<file path="src/rtl/seg_pkg.sv">
// seg_pkg: shared segment pattern constants, FSM state type and defaults for the scan decoder
package seg_pkg;

  localparam int NUM_DIGITS_DEF = 4;

  // Active-low seven-segment patterns, bit6 = g ... bit0 = a
  localparam logic [6:0] PAT_0 = 7'b1000000;
  localparam logic [6:0] PAT_1 = 7'b1111001;
  localparam logic [6:0] PAT_2 = 7'b0100100;
  localparam logic [6:0] PAT_3 = 7'b0110000;
  localparam logic [6:0] PAT_4 = 7'b0011001;
  localparam logic [6:0] PAT_5 = 7'b0010010;
  localparam logic [6:0] PAT_6 = 7'b0000010;
  localparam logic [6:0] PAT_7 = 7'b1011000;
  localparam logic [6:0] PAT_8 = 7'b0000000;
  localparam logic [6:0] PAT_9 = 7'b0010000;

  typedef enum logic {
    SETTLING = 1'b0,
    CAPTURED = 1'b1
  } state_t;

endpackage

</file>
<file path="src/rtl/seg_pattern_decode.sv">
// seg_pattern_decode: maps an active-low 7-segment pattern to its decimal value and a legality flag
module seg_pattern_decode
  import seg_pkg::*;
(
  input  logic [6:0] pat,
  output logic [3:0] value,
  output logic       legal
);

  // Only the ten decimal glyphs are legal; anything else reports illegal with value 0
  always_comb begin
    value = 4'd0;
    legal = 1'b1;
    case (pat)
      PAT_0:   value = 4'd0;
      PAT_1:   value = 4'd1;
      PAT_2:   value = 4'd2;
      PAT_3:   value = 4'd3;
      PAT_4:   value = 4'd4;
      PAT_5:   value = 4'd5;
      PAT_6:   value = 4'd6;
      PAT_7:   value = 4'd7;
      PAT_8:   value = 4'd8;
      PAT_9:   value = 4'd9;
      default: legal = 1'b0;
    endcase
  end

endmodule

</file>
<file path="src/rtl/seg_scan_decoder.sv">
// seg_scan_decoder: samples a multiplexed 7-segment display bus and recovers the shown digits
module seg_scan_decoder
  import seg_pkg::*;
#(
  parameter int NUM_DIGITS    = NUM_DIGITS_DEF,
  parameter int STABLE_CYCLES = 4
) (
  input  logic                    clk,
  input  logic                    rst_n,
  input  logic [7:0]              seg_n,
  input  logic [NUM_DIGITS-1:0]   an_n,
  output logic [4*NUM_DIGITS-1:0] digits,
  output logic [NUM_DIGITS-1:0]   dp,
  output logic [NUM_DIGITS-1:0]   digit_valid,
  output logic                    frame_valid,
  output logic                    err
);

  localparam int         W    = 8 + NUM_DIGITS;
  localparam logic [7:0] CMAX = 8'(STABLE_CYCLES);

  logic [W-1:0]              meta_q, s_q;
  logic [7:0]                seg_s;
  logic [NUM_DIGITS-1:0]     an_s, en;
  logic                      chg, one_hot, capture;
  logic [7:0]                cnt_q, cnt_d;
  state_t                    state_q, state_d;
  logic [3:0]                dec_val;
  logic                      dec_legal;
  logic [4*NUM_DIGITS-1:0]   digits_q, digits_d;
  logic [NUM_DIGITS-1:0]     dp_q, dp_d, valid_q, valid_d, seen_q, seen_d, seen_nxt;
  logic                      err_q, err_d, frame_q, frame_d;

  // Two-flop synchroniser for the whole pin bundle; idle bus (all ones) out of reset
  always_ff @(posedge clk or negedge rst_n) begin
    if (!rst_n) begin
      meta_q <= '1;
      s_q    <= '1;
    end else begin
      meta_q <= {an_n, seg_n};
      s_q    <= meta_q;
    end
  end

  assign {an_s, seg_s} = s_q;
  // s is about to take a new value on the coming edge, so the count restarts with it
  assign chg = meta_q != s_q;
  assign en  = ~an_s;
  assign one_hot = (en != '0) && ((en & (en - NUM_DIGITS'(1))) == '0);

  // Stability counter: restarts on a change of s, saturates once the value is settled
  always_comb begin
    cnt_d = chg ? 8'd0 : (cnt_q == CMAX ? cnt_q : cnt_q + 8'd1);
  end

  // FSM state register together with the stability counter
  always_ff @(posedge clk or negedge rst_n) begin
    if (!rst_n) begin
      state_q <= SETTLING;
      cnt_q   <= 8'd0;
    end else begin
      state_q <= state_d;
      cnt_q   <= cnt_d;
    end
  end

  // Next state: any change returns to settling; a full stable run captures once
  always_comb begin
    state_d = chg ? SETTLING : (state_q == SETTLING && cnt_q == CMAX - 8'd1) ? CAPTURED : state_q;
  end

  // FSM output: the single capture event of a settled value
  always_comb begin
    capture = state_q == SETTLING && !chg && cnt_q == CMAX - 8'd1;
  end

  seg_pattern_decode u_dec (
    .pat   (seg_s[6:0]),
    .value (dec_val),
    .legal (dec_legal)
  );

  // Per-position update on capture, plus error and end-of-frame detection
  always_comb begin
    digits_d = digits_q;
    dp_d     = dp_q;
    valid_d  = valid_q;
    seen_nxt = seen_q;
    err_d    = 1'b0;
    if (capture && one_hot) begin
      err_d = !dec_legal;
      for (int k = 0; k < NUM_DIGITS; k++) begin
        if (en[k]) begin
          seen_nxt[k] = 1'b1;
          valid_d[k]  = dec_legal;
          digits_d[4*k +: 4] = dec_legal ? dec_val : digits_q[4*k +: 4];
          dp_d[k]     = dec_legal ? ~seg_s[7] : dp_q[k];
        end
      end
    end else if (capture && en != '0) begin
      err_d = 1'b1;
    end
    frame_d = capture && (&seen_nxt);
    seen_d  = frame_d ? '0 : seen_nxt;
  end

  // Registered outputs and frame bookkeeping
  always_ff @(posedge clk or negedge rst_n) begin
    if (!rst_n) begin
      digits_q <= '0;
      dp_q     <= '0;
      valid_q  <= '0;
      seen_q   <= '0;
      err_q    <= 1'b0;
      frame_q  <= 1'b0;
    end else begin
      digits_q <= digits_d;
      dp_q     <= dp_d;
      valid_q  <= valid_d;
      seen_q   <= seen_d;
      err_q    <= err_d;
      frame_q  <= frame_d;
    end
  end

  assign digits      = digits_q;
  assign dp          = dp_q;
  assign digit_valid = valid_q;
  assign frame_valid = frame_q;
  assign err         = err_q;

endmodule

</file>
<file path="config.mk">
export PLATFORM = sky130hd
export DESIGN_NAME = seg_scan_decoder
export DESIGN_NICKNAME = d
export VERILOG_FILES = /design/src/rtl/seg_pkg.sv /design/src/rtl/seg_pattern_decode.sv /design/src/rtl/seg_scan_decoder.sv
export SDC_FILE = /design/constraint.sdc
export NUM_CORES = 1
export LEC_CHECK = 0
export ABC_AREA = 1
export BUFFER_PORTS_ARGS = -buffer_cell sky130_fd_sc_hd__buf_2
export CORE_AREA = 2 2 82 76
export CTS_BUF_LIST = sky130_fd_sc_hd__clkbuf_4
export CTS_CLUSTER_DIAMETER = 100
export DETAILED_ROUTE_END_ITERATION = 8
export DIE_AREA = 0 0 84 78
export GPL_TIMING_DRIVEN = 0
export PLACE_DENSITY = 0.69
export SETUP_SLACK_MARGIN = 0.4
export SLEW_MARGIN = 10
export SYNTH_ARGS = -nofsm -noshare
export SYNTH_HDL_FRONTEND = slang
export SYNTH_SLANG_ARGS = --single-unit
</file>
<file path="constraint.sdc">
create_clock -name clk -period 2 [get_ports clk]
set_input_delay 0.4 -clock clk [delete_from_list [all_inputs] [get_ports clk]]
set_output_delay 0.4 -clock clk [all_outputs]
set_load 0.005 [all_outputs]
</file>
==> results of run 1 <==
state kept, by name, indices dropped and copies added (netlist names):
name / count
seen_q: 4
digits: 16
frame_valid: 1
s_q: 12
meta_q: 12
cnt_q: 8
err: 1
state_q: 1
dp: 4
digit_valid: 4
layout by cell type (no fill, tap or decap), types with 2 or more instances in the layout:
cell type / count
buf_4: 19
dfstp_2: 24
bufinv_16: 2
nand3_2: 2
xnor2_1: 4
nand2_1: 63
nor2_1: 24
o21ai_0: 4
nand3_1: 8
inv_2: 8
nor3_1: 3
nor2_4: 5
o21ai_2: 6
a21oi_1: 6
nor2_2: 4
clkbuf_4: 12
o21ai_1: 17
buf_6: 10
nand4_1: 8
nor3_2: 5
nand2_2: 10
buf_2: 38
inv_1: 31
nand3_4: 6
nand2_4: 3
dfrtp_1: 39
stage by stage:
| step | power, mW | std cells | area (um^2) | utilization (%) | TNS (ps) |
|---|---|---|---|---|---|
| floorplan | 1.42 | 291 | 2750 | - | 0 |
| global placement | 1.47 | 400 | 3030 | 53.9 | 0 |
| finish | 2.45 | 441 | 3560 | 63.3 | 0 |
| CTS | 2.48 | 435 | 3400 | 60.4 | 0 |
| detailed placement | 1.47 | 400 | 3040 | 54.0 | 0 |
| global route | 2.55 | 441 | 3560 | 63.3 | -499 |
layout make-up:
type | count | area (um^2) | share of cell area [%]
buffer | 4 | 45.0 | 1.26
clock buffer | 12 | 90.1 | 2.53
clock inverter | 4 | 71.3 | 2.00
inverter | 40 | 153 | 4.29
multi-input combinational | 184 | 1090 | 30.6
sequential | 63 | 1610 | 45.1
tap | 70 | 87.6 | 2.46
timing repair buffer | 64 | 420 | 11.8
worst max-delay path by stage:
stage | to | cells after the start | slack, ps | startpoint
3_5_place_dp | seen_q[0]$_DFF_PN0_ | 10 | 50 | s_q[4]$_DFF_PN1_
5_1_grt | seen_q[3]$_DFF_PN0_ | 11 | -80 | cnt_q[1]$_DFFE_PN0P_
3_3_place_gp | seen_q[3]$_DFF_PN0_ | 11 | 70 | s_q[9]$_DFF_PN1_
6_report | seen_q[1]$_DFF_PN0_ | 10 | 60 | s_q[3]$_DFF_PN1_
4_1_cts | seen_q[0]$_DFF_PN0_ | 11 | 90 | s_q[8]$_DFF_PN1_
2_1_floorplan | digits[10]$_DFFE_PN0P_ | 11 | 280 | s_q[4]$_DFF_PN1_
cells by family (layout without fill, tap and decap cells):
family                     after synthesis  count (layout)  share of synthesized area [%]
adders and majority gates                2               2                          0.911
buffers and inverters                   44             124                           7.11
and+or+nand+nor                        143             143                           25.4
DFF                                     63              63                           58.5
xor gates and xnor gates                 4               4                           1.28
AOI/OAI and AO/OA                       35              35                           6.79
power groups by stage:
stage | combinational (mW) | sequential (mW) | clock (mW)
2_1_floorplan | 0.0577 | 1.36 | 0
3_3_place_gp | 0.102 | 1.37 | 0
3_5_place_dp | 0.104 | 1.37 | 0
4_1_cts | 0.127 | 1.34 | 1.01
5_1_grt | 0.153 | 1.34 | 1.06
6_report | 0.134 | 1.34 | 0.978
worst max-delay path: stages, from the launching register on:
cell and delay, ps:
dfstp_2 560, xnor2_1 110, nand2_1 90, nor2_2 150, nand3_4 150, nor2_8 160
nand4_1 150, nand2_1 130, nand3_2 100, nor2_4 160, nor2_1 60
metal layers:
| layer | GRT usage [%] | vias up | routed length [um] |
|---|---|---|---|
| met4 | 7.58 | 0 | 65 |
| met1 | 21.3 | 988 | 2380 |
| met5 | 0 | - | 0 |
| met3 | 7.02 | 6 | 323 |
| met2 | 25.7 | 60 | 2650 |
| li1 | - | 1080 | - |
timing repair:
| action | 4_1_cts | 5_1_grt |
|---|---|---|
| endpoints found under the setup margin | 30 | 34 |
| pin swaps | 7 | 18 |
| resized for setup | 14 | 33 |
| setup buffers | 17 | 4 |
| gates cloned | 2 | 2 |
==> impl_metrics.yaml, run 1 <==
global_route:
  grt_overflow: 0
  antenna_found_initial: 0
  grt_usage_pct: 16.9
  grt_pass1_wl_mm: 8.54
  grt_max_degree: 64
  grt_pass1_vias: 1936
pwr:
  switching_power_mw: 0.539
  combPwrFrac_pct: 5.5
  p_clk_share_pct: 39.9
  power_density_nw_per_um2: 688
  switching_share_pct: 22.0
  p_int_mw: 1.91
  worst_ir_drop_vdd_mv: 0.542
  power_frac_seq_pct: 54.6
  p_leak_nw: 1.76
logic_synthesis:
  synth.avg_cell_area_um2: 9.44
  synth_warnings: 0
  synth-edff-count: 0
  ys_seq_area_share_pct: 58.5
  ys_seq_elements: 63
  async_flop_share_pct: 100
  yosys.area.top_type: "dfrtp_1"
  synth_cell_types: 26
  synth_top_area_share_pct: 35.5
  synth_common_cells: "75 x nand2_1, 39 x dfrtp_1, 32 x inv_1"
  synth.area.top_cells: "dfrtp_1 36%, dfstp_2 23%, nand2_1 10%"
  synthFlopType: "dfrtp_1"
  syn_area_um2: 2750
  synthesis.nets: 307
  synth_cells: 291
  yosysMostFrequentCell: "nand2_1"
floorplan:
  dieArea_um2: 6550
  io_pins: 40
  initial_utilization_pct: 48.8
  die_height_um: 78
  core_area_um2: 5630
  die_w_um: 84
  num_rows: 26
worst_setup_path:
  required_ps: 2300
  worstReg2RegEnd: "seen_q[1]$_DFF_PN0_"
  start_kind: "register"
  arrival_ps: 2240
  cp-end-kind: "register"
  cp_max_fo: 6
  r2r_start: "s_q[3]$_DFF_PN1_"
  worst-setup-path-type: "reg2reg"
  rr_worst_depth: 10
  r2r_setup_slack_ps: 60
sta:
  period_needed_ps: 1940
  drv_slew: 0
  clock.fmax_ghz: 0.516
  fin_ws_ps: 63.5
  hold_violations: 0
  worst_pin_slew_ps: 764
  fin_crit_sh_pct: 96.8
  slew_headroom_pct: 49.0
  rsz0062_at_grt: "true"
  setup_violations: 0
  hold_slack_ps: 44.5
  finClkSkew_ps: 18.5
min_path:
  hp-class: "in2async"
finish:
  layout-drive-gt1-share_pct: 43.7
  antennaDiodeCount: 0
  nFillCells: 477
  num-nets-final: 382
  syn2layout_area_growth_pct: 29.7
cts:
  root_buffer: "clkbuf_4"
  cts_inserted_buffers: 9
  clock-sinks: 63
  htreeDepth: 3
  ctsHoldBuffers: 0
  cts_tree: "yes"
  clk_pin_slew_ps: 110
  clock_latency_ps: 420
  clk_path_buf_depth: 2
routing:
  post_drt_wl_per_cell_um: 12.3
  postRouteAntennaNets: 0
  drcViolationCount: 0
  viasPerCell: 4.84
  vias: 2134
  first_pass_iters: 6
  drt_iter0_markers: 146
  wirelength_mm: 5.42
flow_run:
  cap_violations: 0
status:
  status: "finished, final reports clean"
placement:
  place_congestion: 0.813
  dp_hpwl_mm: 3.47
  io_buffers: 39
  post-place-ws_ps: 45.0
(Power assumes the default switching activity.)
==> inputs of run 2 (changes only) <==
Settings changed: RECOVER_POWER from default to 50.
==> run 2 against run 1 <==
Against the previous run: the run now ends with max-capacitance violations, max-slew violations left; sequential cell count did not move; worst setup slack barely moved; sequential power barely moved; critical endpoint unchanged.
==> impl_metrics.yaml, run 2 (synthesis results as in run 1) <==
status:
  status: "complete, but fails checks"
  violations: "max-capacitance violations, max-slew violations"
cts:
  ctsHoldBuffers: 0
  clock-sinks: 63
  cts_tree: "yes"
  root_buffer: "clkbuf_4"
  clk_pin_slew_ps: 100
  cts_inserted_buffers: 9
  clk_path_buf_depth: 2
  clock_latency_ps: 420
  htreeDepth: 3
floorplan:
  die_w_um: 84
  dieArea_um2: 6550
  core_area_um2: 5630
  initial_utilization_pct: 48.8
  num_rows: 26
  die_height_um: 78
  io_pins: 40
placement:
  io_buffers: 39
  post-place-ws_ps: 45.0
  placed_area_um2: 3040
  place_congestion: 0.813
  dp.cells: 400
  dp_hpwl_mm: 3.47
worst_setup_path:
  worst-setup-path-type: "reg2reg"
  crit_path_cell_trace: "xnor2_1 -> nand2_1 -> nor2_2 -> nand3_4 -> nor2_8 -> nand4_1 -> nand2_1 -> nand3_2 -> nor2_4 -> nor2_1"
  r2r_setup_slack_ps: 60
  cp.depth: 10
  start_kind: "register"
  path_delay_family: "simple AND/OR/NAND/NOR gates"
  cp-end-kind: "register"
  critPathSlowestCell: "dfstp_2"
  required_ps: 2300
  r2r_start: "s_q[3]$_DFF_PN1_"
  cpMostUsedCell: "nand2_1"
  arrival_ps: 2240
  max_stage_delay_ps: 560
  worstReg2RegEnd: "seen_q[1]$_DFF_PN0_"
  rr_worst_depth: 10
  endpoint: "seen_q[1]$_DFF_PN0_"
  critPathBufInv: 0
  cp_max_fo: 6
  crit_path_start: "s_q[3]$_DFF_PN1_"
routing:
  postRouteAntennaNets: 0
  post_drt_wl_per_cell_um: 12.3
  vias: 2128
  drcViolationCount: 0
  wirelength_mm: 5.42
  drt_iter0_markers: 146
  first_pass_iters: 6
  viasPerCell: 4.83
sta:
  fin_ws_ps: 63.7
  rsz0062_at_grt: "true"
  worst_pin_slew_ps: 1500
  slew_headroom_pct: -0.171
  drv_slew: 63
  finClkSkew_ps: 18.6
  fin_crit_sh_pct: 96.8
  hold_violations: 0
  setup_violations: 0
  period_needed_ps: 1940
  clock.fmax_ghz: 0.516
global_route:
  grt_pass1_wl_mm: 8.54
  met1_usage_pct: 21.3
  grt.busiest_layer: "met2"
  grt_usage_pct: 16.9
  grt_pass1_vias: 1936
  grt_max_degree: 64
  grt_util_met3_pct: 7.02
  grt_use_met2_pct: 25.7
  grt_overflow: 0
  antenna_found_initial: 0
finish:
  layout-drive-gt1-share_pct: 42.0
  stdcell_count: 441
  syn2layout_area_growth_pct: 29.6
  antennaDiodeCount: 0
  finalInstanceArea_um2: 3560
  final_cell_mix: "63 x nand2_1, 39 x dfrtp_1, 38 x buf_2"
  final_util_pct: 63.3
  final_common_cell: "nand2_1"
  largest_reg_flops: 16
  num-nets-final: 382
min_path:
  hp-class: "in2reg"
  hold_depth: 1
flow_run:
  cap_violations: 1
pwr:
  worst_ir_drop_vdd_mv: 0.540
  p_leak_nw: 1.76
  power_density_nw_per_um2: 688
run 2: cell count changes in the layout (fill, tap and decap cells not counted):
cell and change:
dfstp_2 -6, buf_4 -1, clkbuf_2 +1, dfstp_1 +6
run 2: worst min-delay path by stage:
stage,start,slack [ps],to
2_1_floorplan,rst_n,100,cnt_q[0]$_DFFE_PN0P_
3_3_place_gp,meta_q[4]$_DFF_PN1_,360,s_q[4]$_DFF_PN1_
3_5_place_dp,meta_q[9]$_DFF_PN1_,370,s_q[9]$_DFF_PN1_
4_1_cts,rst_n,50,digits[0]$_DFFE_PN0P_
5_1_grt,seg_n[3],40,meta_q[3]$_DFF_PN1_
6_report,an_n[1],70,meta_q[9]$_DFF_PN1_
run 2: per-layer routing:
metal,part of all wire [%],wire length (um)
met5,0,0
met4,1.2,65
met3,5.7,308
met2,49,2650
met1,44,2400
run 2: worst register-to-register path, stage by stage (launching register included):
cell	delay, ps
dfstp_2	560
xnor2_1	110
nand2_1	90
nor2_2	150
nand3_4	150
nor2_8	160
nand4_1	160
nand2_1	130
nand3_2	100
nor2_4	160
nor2_1	60
run 2: through the flow:
stage / total power, mW / hold WS, ps / TNS [ps]
after floorplan: 1.42 / 104 / 0
after global placement: 1.47 / 363 / 0
after detailed placement: 1.47 / 366 / 0
after CTS: 2.48 / 47.7 / 0
after global routing: 2.55 / 37.2 / -498
final: 2.45 / 74.8 / 0
run 2: layout make-up:
cell class / instances / area [um^2]
multi-input cells: 184 / 1090
plain buffers: 4 / 45.0
clock inverters: 4 / 71.3
clock buffers: 12 / 90.1
inverters: 40 / 153
fillers: 478 / 2070
repair buffers: 64 / 418
flip-flops and latches: 63 / 1610
well taps: 70 / 87.6
run 2: report_power, final:
part	internal [mW]	switching (mW)	leakage, nW	total [mW]
clock	0.546	0.432	0.0852	0.978
sequential	1.32	0.0214	0.794	1.34
combinational	0.0485	0.0850	0.877	0.134
run 2: what timing repair did:
| item | 4_1_cts | 5_1_grt |
|---|---|---|
| pin swaps | 7 | 18 |
| buffers inserted | 17 | 4 |
| hold endpoints to repair | 0 | 0 |
| gates cloned | 2 | 2 |
| endpoints found under the setup margin | 30 | 34 |
| gates resized for setup | 14 | 33 |
